[src/rtl/gcd_requester.sv]
// Host-side initiator for the subtraction GCD core: accepts operand pairs, launches the
// core, short-circuits zero operands, guards against a silent core, and returns the result.
module gcd_requester #(
  parameter int WIDTH   = 8,
  parameter int TIMEOUT = 1023,
  parameter int CNTW    = 16
) (
  input  logic             clk,
  input  logic             rst,
  input  logic             in_valid,
  output logic             in_ready,
  input  logic [WIDTH-1:0] in_a,
  input  logic [WIDTH-1:0] in_b,
  output logic             out_valid,
  input  logic             out_ready,
  output logic [WIDTH-1:0] out_gcd,
  output logic             out_zero,
  output logic             out_timeout,
  output logic             core_start,
  output logic [WIDTH-1:0] core_a,
  output logic [WIDTH-1:0] core_b,
  input  logic             core_ready,
  input  logic [WIDTH-1:0] core_result,
  output logic             busy,
  output logic [CNTW-1:0]  done_count
);

  // Timer counts 0..TIMEOUT-1, which fits in clog2(TIMEOUT) bits.
  localparam int TW = (TIMEOUT > 2) ? $clog2(TIMEOUT) : 1;

  typedef enum logic [1:0] {S_IDLE, S_ISSUE, S_WAIT, S_RESP} state_t;

  state_t           r_state, w_state_nxt;
  logic [WIDTH-1:0] r_opa, r_opb, r_gcd;
  logic [WIDTH-1:0] w_opa_nxt, w_opb_nxt, w_gcd_nxt;
  logic             r_zero, r_timeout, w_zero_nxt, w_timeout_nxt;
  logic [TW-1:0]    r_timer, w_timer_nxt;
  logic [CNTW-1:0]  r_done_cnt, w_done_cnt_nxt;
  logic             w_timer_last;

  assign w_timer_last = (r_timer == TW'(TIMEOUT - 1));

  always_ff @(posedge clk) begin
    if (rst) begin
      r_state    <= S_IDLE;
      r_opa      <= '0;
      r_opb      <= '0;
      r_gcd      <= '0;
      r_zero     <= 1'b0;
      r_timeout  <= 1'b0;
      r_timer    <= '0;
      r_done_cnt <= '0;
    end else begin
      r_state    <= w_state_nxt;
      r_opa      <= w_opa_nxt;
      r_opb      <= w_opb_nxt;
      r_gcd      <= w_gcd_nxt;
      r_zero     <= w_zero_nxt;
      r_timeout  <= w_timeout_nxt;
      r_timer    <= w_timer_nxt;
      r_done_cnt <= w_done_cnt_nxt;
    end
  end

  // Handshakes: a transfer happens on a rising edge where valid and ready are both high;
  // valid never waits on ready, and the offered data stays stable until the transfer.
  always_comb begin
    w_state_nxt    = r_state;
    w_opa_nxt      = r_opa;
    w_opb_nxt      = r_opb;
    w_gcd_nxt      = r_gcd;
    w_zero_nxt     = r_zero;
    w_timeout_nxt  = r_timeout;
    w_timer_nxt    = r_timer;
    w_done_cnt_nxt = r_done_cnt;
    in_ready       = 1'b0;
    out_valid      = 1'b0;
    core_start     = 1'b0;

    unique case (r_state)
      S_IDLE: begin
        in_ready = 1'b1;
        if (in_valid) begin
          w_opa_nxt = in_a;
          w_opb_nxt = in_b;
          if ((in_a != '0) && (in_b != '0)) begin
            w_state_nxt = S_ISSUE;
          end else begin
            // A zero operand would spin the core forever; gcd(x,0)=x.
            w_gcd_nxt   = in_a | in_b;
            w_zero_nxt  = ((in_a | in_b) == '0);
            w_state_nxt = S_RESP;
          end
        end
      end
      S_ISSUE: begin
        core_start  = 1'b1;
        w_timer_nxt = '0;
        w_state_nxt = S_WAIT;
      end
      S_WAIT: begin
        if (core_ready) begin
          w_gcd_nxt   = core_result;
          w_state_nxt = S_RESP;
        end else if (w_timer_last) begin
          w_gcd_nxt     = '0;
          w_timeout_nxt = 1'b1;
          w_state_nxt   = S_RESP;
        end else begin
          w_timer_nxt = r_timer + TW'(1);
        end
      end
      S_RESP: begin
        out_valid = 1'b1;
        if (out_ready) begin
          w_zero_nxt     = 1'b0;
          w_timeout_nxt  = 1'b0;
          w_done_cnt_nxt = r_done_cnt + CNTW'(1);
          w_state_nxt    = S_IDLE;
        end
      end
      default: w_state_nxt = S_IDLE;
    endcase
  end

  assign out_gcd     = r_gcd;
  assign out_zero    = r_zero;
  assign out_timeout = r_timeout;
  assign core_a      = r_opa;
  assign core_b      = r_opb;
  assign busy        = (r_state != S_IDLE);
  assign done_count  = r_done_cnt;

endmodule

[config.mk]
export PLATFORM = sky130hd
export DESIGN_NAME = gcd_requester
export DESIGN_NICKNAME = d
export VERILOG_FILES = /design/src/rtl/gcd_requester.sv
export SDC_FILE = /design/constraint.sdc
export NUM_CORES = 1
export LEC_CHECK = 0
export CAP_MARGIN = 20
export CORE_MARGIN = 3
export CORE_UTILIZATION = 51
export CTS_CLUSTER_DIAMETER = 30
export DETAILED_ROUTE_END_ITERATION = 16
export PLACE_DENSITY = 0.85
export SYNTH_ARGS = -nofsm -noshare
export SYNTH_HDL_FRONTEND = slang
export SYNTH_SLANG_ARGS = --single-unit
[constraint.sdc]
create_clock -name clk -period 4 [get_ports clk]
set_clock_uncertainty 0.2 [all_clocks]
set_input_delay 1.2 -clock clk [delete_from_list [all_inputs] [get_ports clk]]
set_output_delay 1.2 -clock clk [all_outputs]
set_load 0.05 [all_outputs]
==> results of run 1 <==
## metrics by stage
step	hold WS, ps	power (mW)	cells	setup WS, ps
2_1_floorplan	264	1.25	320	1230
3_3_place_gp	242	1.49	446	813
3_5_place_dp	248	1.52	446	758
4_1_cts	260	1.85	454	500
5_1_grt	273	1.94	454	392
6_report	257	1.84	454	514
## routing by layer
metal	track usage	share of wire	vias to the layer above	wire length [um]
met3	0.0563	0.062	7	392
met2	0.365	0.47	63	3010
met5	0	0	-	0
li1	-	-	1246	-
met4	0.0688	0.011	0	72
met1	0.284	0.45	1170	2860
## worst reg2reg max path: cells and delay by family (launching register included)
kind,cells,cell delay (ps)
adders and majority gates,1,720
and+or+nand+nor,2,610
AOI/OAI and AO/OA,2,480
DFF,1,350
buffers and inverters,1,110
## sequential cells by signal, indices dropped and copies added, names as in the netlist
register	cells
done_count	16
r_timer	10
core_a	8
core_b	8
out_gcd	8
r_state	2
out_timeout	1
out_zero	1
## placed cells by master, fill, tap and decap left out, drive strengths merged, types with 2 or more instances in the layout
cell / n
xor2: 10
clkbuf: 7
nand3b: 8
nor2: 31
nor2b: 2
nand4: 4
clkdlybuf4s50: 73
dfxtp: 54
and3: 2
a311oi: 2
and2: 4
nand2: 54
nand2b: 3
and4: 5
o21ai: 20
nand3: 18
or3: 6
ha: 7
a31oi: 5
nor4: 4
inv: 6
mux2: 2
nor3: 4
a21oi: 34
xnor2: 2
buf: 4
## power breakdown
group / internal (mW) / total (mW) / switching (mW)
registers: 0.605 / 0.645 / 0.0401
logic: 0.285 / 0.859 / 0.574
clock network: 0.159 / 0.336 / 0.177
## path summary, 6_finish.rpt
check,startpoint,end,slack (ps),cells after the start
setup / recovery,r_state[0]$_SDFFE_PP0P_,busy,510,4
hold / removal,core_b[2]$_SDFFE_PP0P_,core_b[2]$_SDFFE_PP0P_,260,2
setup reg to reg,r_state[0]$_SDFFE_PP0P_,r_timer[6]$_SDFFE_PP0P_,1450,6
hold reg to reg,core_b[2]$_SDFFE_PP0P_,core_b[2]$_SDFFE_PP0P_,260,2
## cell type report
cell class / count / share of cell area
timing repair buffer: 77 / 0.221
multi-input combinational: 242 / 0.402
clock buffer: 7 / 0.0281
tap: 67 / 0.0244
sequential: 54 / 0.315
inverter: 6 / 0.00656
clock inverter: 1 / 0.00255
## logic make-up after synthesis
group | count (synthesis)
adder cells (fa/ha/maj) | 7
buffers and inverters | 24
XOR/XNOR | 12
AO/OA/AOI/OAI | 71
multiplexers | 3
flip-flops | 54
AND/OR/NAND/NOR | 149
==> flow_summary_export.csv, run 1 <==
group,metric,value,unit
floorplan,io_pins,75,
setup_path,worstSetupStartpointType,"flop",
synth,synth_ff_type,"dfxtp_1",
cells_and_area,drive_above_1_share,0.0543,
cells_and_area,post-route-util,0.717,
cells_and_area,regArea,1080,um2
timing,worstMarginPinSlew,885,ps
setup_path,criticalPathCategory,"reg -> out",
min_path,hp-class,"reg -> reg",
timing,fin_tns_setup,0,ps
synth,synth_compound_area_frac,0.161,
cells_and_area,finalInstanceArea,3430,um2
synth,syn_inst,320,
synth,yosys.area_share.simple,0.289,
outcome,outcome,"finished, final reports clean",
cts,clock-sinks,54,
synth,synth_xor_area_frac,0.0410,
synth,synthAdderAreaFrac,0.0341,
cts,cts-buffers-inserted,5,
detailed_routing,drt_iter0_drc,144,
detailed_routing,firstDrtPassIters,4,
floorplan,coreArea,4790,um2
cts,cts_root_buf,"clkbuf_8",
cells_and_area,antenna_cells,0,
timing,finalSetupViolations,0,
global_routing,grt_pass1_wl,10800,um
synth,yosys_warnings,0,
synth,async_reset_ff_frac,0,
floorplan,rows,25,
floorplan,die_w,76.9,um
cells_and_area,final_nets,422,
synth,ys_seq_elements,54,
synth,synth_top_area_share,0.421,
detailed_routing,drc_errors,0,
setup_path,cp_common_cell,"inv_1",
cells_and_area,multi_input_area,1380,um2
cts,insertion_delay,310,ps
setup_path,path_cells,"inv_1 > ha_1 > inv_1 > clkdlybuf4s50_1",
synth,synth_nets,356,
setup_path,cp-end-kind,"output pin",
timing,final.period_utilization,0.871,
synth,synth_cell_types,45,
detailed_routing,detail-route-antenna-nets,0,
cells_and_area,fillers,395,
synth,synth_edf_count,0,
floorplan,start_util,0.536,
cts,hold_buffers,0,
power_and_ir_drop,power.density,536,nW/um2
cts,cts_setup_buffers,0,
setup_path,path_buf_inv,3,
timing,rsz0062_at_grt,"no",
setup_path,worstPathArrival,2090,ps
cts,htreeDepth,2,
setup_path,critPathTopFamily,"buffers and inverters",
global_routing,grt_pass1_vias,2351,
cts,clkTransAtPathRegs,100,ps
cells_and_area,area_growth,33.7,%
global_routing,antenna_found_initial,0,
floorplan,die_area,5920,um2
setup_path,crit_fanout,10,
synth,postSynthAreaPerCell,8.02,um2
power_and_ir_drop,p_leak,1.21,nW
synth,synth_area_leaders,"dfxtp_1 42%, nand2_1 7.9%, a21oi_1 6.6%",
cts,cts_tree,"yes",
floorplan,die_h,76.9,um
synth,yosysSeqAreaShare,0.421,
global_routing,grt.overflow.total,0,
timing,max_freq,0.287,GHz
cts,clockBufferDepth,2,
setup_path,slowest_delay,840,ps
detailed_routing,drt_wl_total,6340,um
cts,cts.repair.resized,0,
detailed_routing,routedWlPerCell,14.0,um
synth,syn_area,2570,um2
synth,synth_area_leader_cell,"dfxtp_1",
placed_design,dpl_cell_area,3330,um2
job,cap_violations,0,
synth,synthMuxAreaShare,0.0127,
placed_design,io_buffers,74,
global_routing,grt_usage,0.222,
setup_path,required,2600,ps
global_routing,grt_start_max_net_pins,49,
timing,post-route-min-period,3490,ps
detailed_routing,vias,2486,
timing,slew_violations,0,
setup_path,cp_slowest_cell,"clkdlybuf4s50_1",
detailed_routing,via_per_inst,5.48,
timing,hold_viol,0,
timing,max_slew_margin,0.410,
synth,yosys-top-cells-count,"54 x dfxtp_1, 54 x nand2_1, 34 x a21oi_1, 31 x nor2_1, 20 x o21ai_0",
placed_design,dpl.hpwl,4710,um
power_and_ir_drop,peakVddDrop,0.000360,V
synth,synth_top_family_by_area,"simple AND/OR/NAND/NOR gates",
placed_design,gp_congestion,0.885,
Power figures use the tool's default switching activity.
==> run 2: changes to the inputs <==
- CAP_MARGIN: 20 -> 15
==> results of run 2 <==
The final DEF is identical to that of run 1; final timing and power are the same.
==> run 3: changes to the inputs <==
- TNS_END_PERCENT: not set -> 100
==> results of run 3 <==
The final DEF is identical to that of run 1; final timing and power are the same.
